## src/rtl/pipe_scroller.sv

```systemverilog
// Pipe-stream consumer: scrolling wall buffer, bird collision and score.
// Columns enter at the right edge and discard at column 0.
module pipe_scroller #(
  parameter int ROWS     = 8,
  parameter int NCOLS    = 16,
  parameter int BIRD_COL = 3,
  parameter int SCORE_W  = 8
) (
  input  logic                      clk,
  input  logic                      reset,
  input  logic                      start,
  input  logic                      pattern_valid,
  input  logic [ROWS-1:0]           pattern,
  input  logic [$clog2(ROWS)-1:0]   bird_row,
  output logic [NCOLS*ROWS-1:0]     col_data,
  output logic                      hit,
  output logic [SCORE_W-1:0]        score,
  output logic                      score_tick
);

  typedef enum logic [1:0] {
    S_IDLE,
    S_RUN,
    S_DEAD
  } state_t;

  state_t                  r_state;
  state_t                  w_next;
  logic [NCOLS*ROWS-1:0]   r_buf;
  logic                    r_hit;
  logic [SCORE_W-1:0]      r_score;
  logic                    r_tick;
  logic [ROWS-1:0]         w_bird_col;
  logic                    w_coll;
  logic                    w_shift;
  logic                    w_pass;

  assign w_bird_col = r_buf[BIRD_COL*ROWS +: ROWS];
  assign w_coll     = (r_state == S_RUN) && w_bird_col[bird_row];
  // A crash freezes the buffer even if a strobe arrives alongside it
  assign w_shift    = (r_state == S_RUN) && pattern_valid && !w_coll;
  assign w_pass     = w_shift && (|w_bird_col) && !(&r_score);

  always_comb begin
    w_next = r_state;
    if (!start) begin
      w_next = S_IDLE;
    end else begin
      unique case (r_state)
        S_IDLE:  w_next = S_RUN;
        S_RUN:   w_next = w_coll ? S_DEAD : S_RUN;
        S_DEAD:  w_next = S_DEAD;
        default: w_next = S_IDLE;
      endcase
    end
  end

  always_ff @(posedge clk or negedge reset) begin
    if (!reset) r_state <= S_IDLE;
    else        r_state <= w_next;
  end

  always_ff @(posedge clk or negedge reset) begin
    if (!reset) begin
      r_buf   <= '0;
      r_hit   <= 1'b0;
      r_score <= '0;
      r_tick  <= 1'b0;
    end else if (!start) begin
      r_buf   <= '0;
      r_hit   <= 1'b0;
      r_score <= '0;
      r_tick  <= 1'b0;
    end else begin
      r_tick <= w_pass;
      if (w_coll) r_hit <= 1'b1;
      if (w_shift) r_buf <= {pattern, r_buf[NCOLS*ROWS-1:ROWS]};
      if (w_pass) r_score <= r_score + 1'b1;
    end
  end

  assign col_data   = r_buf;
  assign hit        = r_hit;
  assign score      = r_score;
  assign score_tick = r_tick;

endmodule

```

## config.mk

```make
export PLATFORM = sky130hd
export DESIGN_NAME = pipe_scroller
export DESIGN_NICKNAME = d
export VERILOG_FILES = /design/src/rtl/pipe_scroller.sv
export SDC_FILE = /design/constraint.sdc
export NUM_CORES = 1
export LEC_CHECK = 0
export CORE_ASPECT_RATIO = 0.9
export CORE_MARGIN = 1.5
export CORE_UTILIZATION = 53
export DETAILED_ROUTE_END_ITERATION = 8
export PLACE_DENSITY = 0.86
export RECOVER_POWER = 100
export SYNTH_ARGS = -nofsm -noshare
export SYNTH_HDL_FRONTEND = slang
export SYNTH_SLANG_ARGS = --single-unit
```

## constraint.sdc

```tcl
create_clock -name clk -period 5.4 [get_ports clk]
set_clock_uncertainty 0.05 [all_clocks]
set_input_delay 1.08 -clock clk [delete_from_list [all_inputs] [get_ports clk]]
set_output_delay 1.08 -clock clk [all_outputs]
set_load 0.02 [all_outputs]
```

==> impl_metrics.env <==
export IMPL_status="complete, but fails checks"
export IMPL_violations="max-capacitance violations, max-slew violations"
export IMPL_dieArea_um2=11800
export IMPL_overflow=0
export IMPL_first_iter_violations=283
export IMPL_drc=0
export IMPL_finalHoldViolations=0
export IMPL_synth_adder_area_share_pct=0.211
export IMPL_dp_hpwl_mm=9.22
export IMPL_postCtsSetupBuffers=0
export IMPL_drt_total_wl_mm=13.9
export IMPL_yosys_area_share_simple_pct=11.7
export IMPL_grt_pass1_vias=4289
export IMPL_fmax_ghz=0.233
export IMPL_fin_nets=648
export IMPL_synth_top_family_by_area="multiplexers"
export IMPL_cp_start_kind="input port"
export IMPL_antenna_diode_count=0
export IMPL_synth_xor_area_share_pct=0
export IMPL_antenna_left=0
export IMPL_antenna_found_initial=0
export IMPL_stdcell_area_um2=8060
export IMPL_hold_ws_ns=0.428
export IMPL_finalSetupViolations=0
export IMPL_grt_first_pass_wirelength_mm=21.9
export IMPL_synthToLayoutAreaGrowth_pct=36.2
export IMPL_io_buffers=152
export IMPL_synthesis_area_um2=5920
export IMPL_route_detailed_vias_per_inst=5.30
export IMPL_syn_nets=506
export IMPL_postCtsResizedCells=0
export IMPL_seq_area_um2=3500
export IMPL_grt_use_total_pct=24.7
export IMPL_peakVddDrop_uv=198
export IMPL_gp_congestion=0.768
export IMPL_crit_type="in -> reg"
export IMPL_syn_inst=490
export IMPL_drv_cap=1
export IMPL_rows=36
export IMPL_placed_area_um2=7440
export IMPL_fin_util_pct=74.3
export IMPL_firstDrtPassIters=4
export IMPL_fillCellCount=737
export IMPL_powerDensity_nw_per_um2=301
export IMPL_cts_sinks=140
export IMPL_cts_buffer_depth=2
export IMPL_start_util_pct=54.5
export IMPL_drive_gt1_share_pct=5.74
export IMPL_cp_end_kind="flop"
export IMPL_tightest_slew_ns=2.27
export IMPL_synth_mux_area_share_pct=23.3
export IMPL_dp_cells=765
export IMPL_fp_dieH_um=103
export IMPL_synth_seq_cells=140
export IMPL_p_total_mw=2.42
export IMPL_place_ws_ns=1.29
export IMPL_core_area_um2=10900
export IMPL_ys_seq_area_share_pct=59.2
export IMPL_setup_tns_ns=0
export IMPL_clk_pin_slew_ns=0.06
export IMPL_synth_avg_cell_area_um2=12.1
export IMPL_multiInputGateArea_um2=2180
export IMPL_slowest_delay_ns=0.95
export IMPL_post_route_period_util_pct=79.4
export IMPL_drv_slew=93
export IMPL_grt_max_degree=108
export IMPL_synth_compound_area_share_pct=1.69
export IMPL_htreeDepth=4
export IMPL_critical_path_required_ns=5.62
export IMPL_yosys_warnings=0
export IMPL_rsz0062_at_grt="no"
export IMPL_routedWlPerCell_um=17.4
export IMPL_cts_tree="built"
export IMPL_crit_slowest_cell="nand2b_2"
export IMPL_clk_latency_ns=0.42
export IMPL_synth_cell_types=29
export IMPL_boundaryPins=153
export IMPL_num_vias=4227
export IMPL_worstPathMaxFanout=83
export IMPL_p_leak_nw=4.51
export IMPL_hp_class="reg -> reg"
export IMPL_slew_headroom_pct=-51.1
export IMPL_crit_chain="dlygate4sd3_1, mux2_1, mux4_2, nand2b_2, buf_12, mux2i_1"
export IMPL_worstPathArrival_ns=4.51
export IMPL_cts_buffers=17
export IMPL_ctsHoldBuffers=0
export IMPL_die_w_um=114
export IMPL_root_buffer="clkbuf_16"
export IMPL_instances_no_fill=797
export IMPL_postLayoutSetupSlackWorst_ns=1.11
export IMPL_period_needed_ns=4.29
-- synth_stat cells --
cell | count | area (um2)
nand2b_4 | 1 | 13.8
dfrtp_1 | 140 | 3500
buf_2 | 1 | 5.00
o21a_1 | 2 | 15.0
o22ai_1 | 1 | 6.26
buf_6 | 14 | 158
mux2_2 | 3 | 33.8
nor2_1 | 1 | 3.75
clkbuf_1 | 17 | 63.8
nand3_1 | 3 | 15.0
nor2b_1 | 1 | 6.26
mux2_1 | 1 | 11.3
mux2i_1 | 131 | 1310
a21oi_1 | 5 | 25.0
nor3b_1 | 1 | 7.51
nand2_1 | 141 | 529
nor3_1 | 1 | 5.00
and3b_1 | 2 | 17.5
or4_1 | 7 | 52.6
mux4_2 | 1 | 22.5
or2_2 | 1 | 6.26
ha_1 | 1 | 12.5
and3_1 | 2 | 12.5
o31ai_1 | 5 | 37.5
a211oi_1 | 1 | 7.51
nand2b_1 | 2 | 12.5
nand4_1 | 2 | 12.5
o221ai_1 | 1 | 8.76
inv_1 | 1 | 3.75
-- state kept, by name (all words and copies together), names as in the netlist --
signal      cells
r_state         2
score           8
score_tick      1
col_data      128
hit             1
-- logic make-up after synthesis --
logic type	after synthesis
AND/OR/NAND/NOR	165
multiplexers	136
flip-flops	140
adder cells (fa/ha/maj)	1
buffers and inverters	33
AO/OA/AOI/OAI	15
-- where the power goes --
group | total (mW) | internal (mW) | switching, mW | leakage (nW)
sequential | 1.06 | 1.05 | 0.00286 | 1.95
combinational | 0.114 | 0.0412 | 0.0724 | 2.25
clock | 1.25 | 0.842 | 0.409 | 0.309
-- worst paths after layout --
kind	to	start	depth (start not counted)	slack, ns
max	col_data[112]	bird_row[0]	6	1.11
min	r_state[0]	r_state[1]	1	0.43
max reg2reg	col_data[112]	col_data[30]	5	2.04
min reg2reg	r_state[0]	r_state[1]	1	0.43
max in group asynchronous	col_data[8]	reset	2	1.83
min in group asynchronous	score_tick	reset	1	1.28
-- cell type report --
| cell class | instances | area share (%) |
|---|---|---|
| well taps | 152 | 2.36 |
| clock inverters | 7 | 1.99 |
| clock buffers | 25 | 5.90 |
| repair buffers | 155 | 19.2 |
| inverters | 1 | 0.0466 |
| multi-input cells | 317 | 27.1 |
| flip-flops and latches | 140 | 43.5 |
-- critical path: cells and delay by family --
| family | cells | cell delay (ns) |
|---|---|---|
| and+or+nand+nor | 1 | 0.95 |
| muxes | 3 | 1.19 |
| buffers and inverters | 2 | 1.21 |
-- placed cells by master, fill, tap and decap left out, drive strengths merged, types with 2 or more instances in the layout --
master           n
o31ai            5
nand3            3
clkbuf          27
clkinv           2
or4              7
nand2          141
mux2             4
mux2i          131
a21oi            5
dlygate4sd3    139
and3b            2
dfrtp          140
buf              3
nand2b           3
nand4            2
clkdlybuf4s50   11
bufinv           5
o21a             2
and3             2
-- per-layer routing --
layer,up-vias,share of wire (%),wire (um),track usage [%]
li1,1952,-,-,-
met1,2115,41,5710,30.0
met2,142,50,6910,40.9
met3,18,7.1,984,8.74
met4,0,1.8,250,9.90
met5,-,0,0,0
Power figures use the tool's default switching activity.
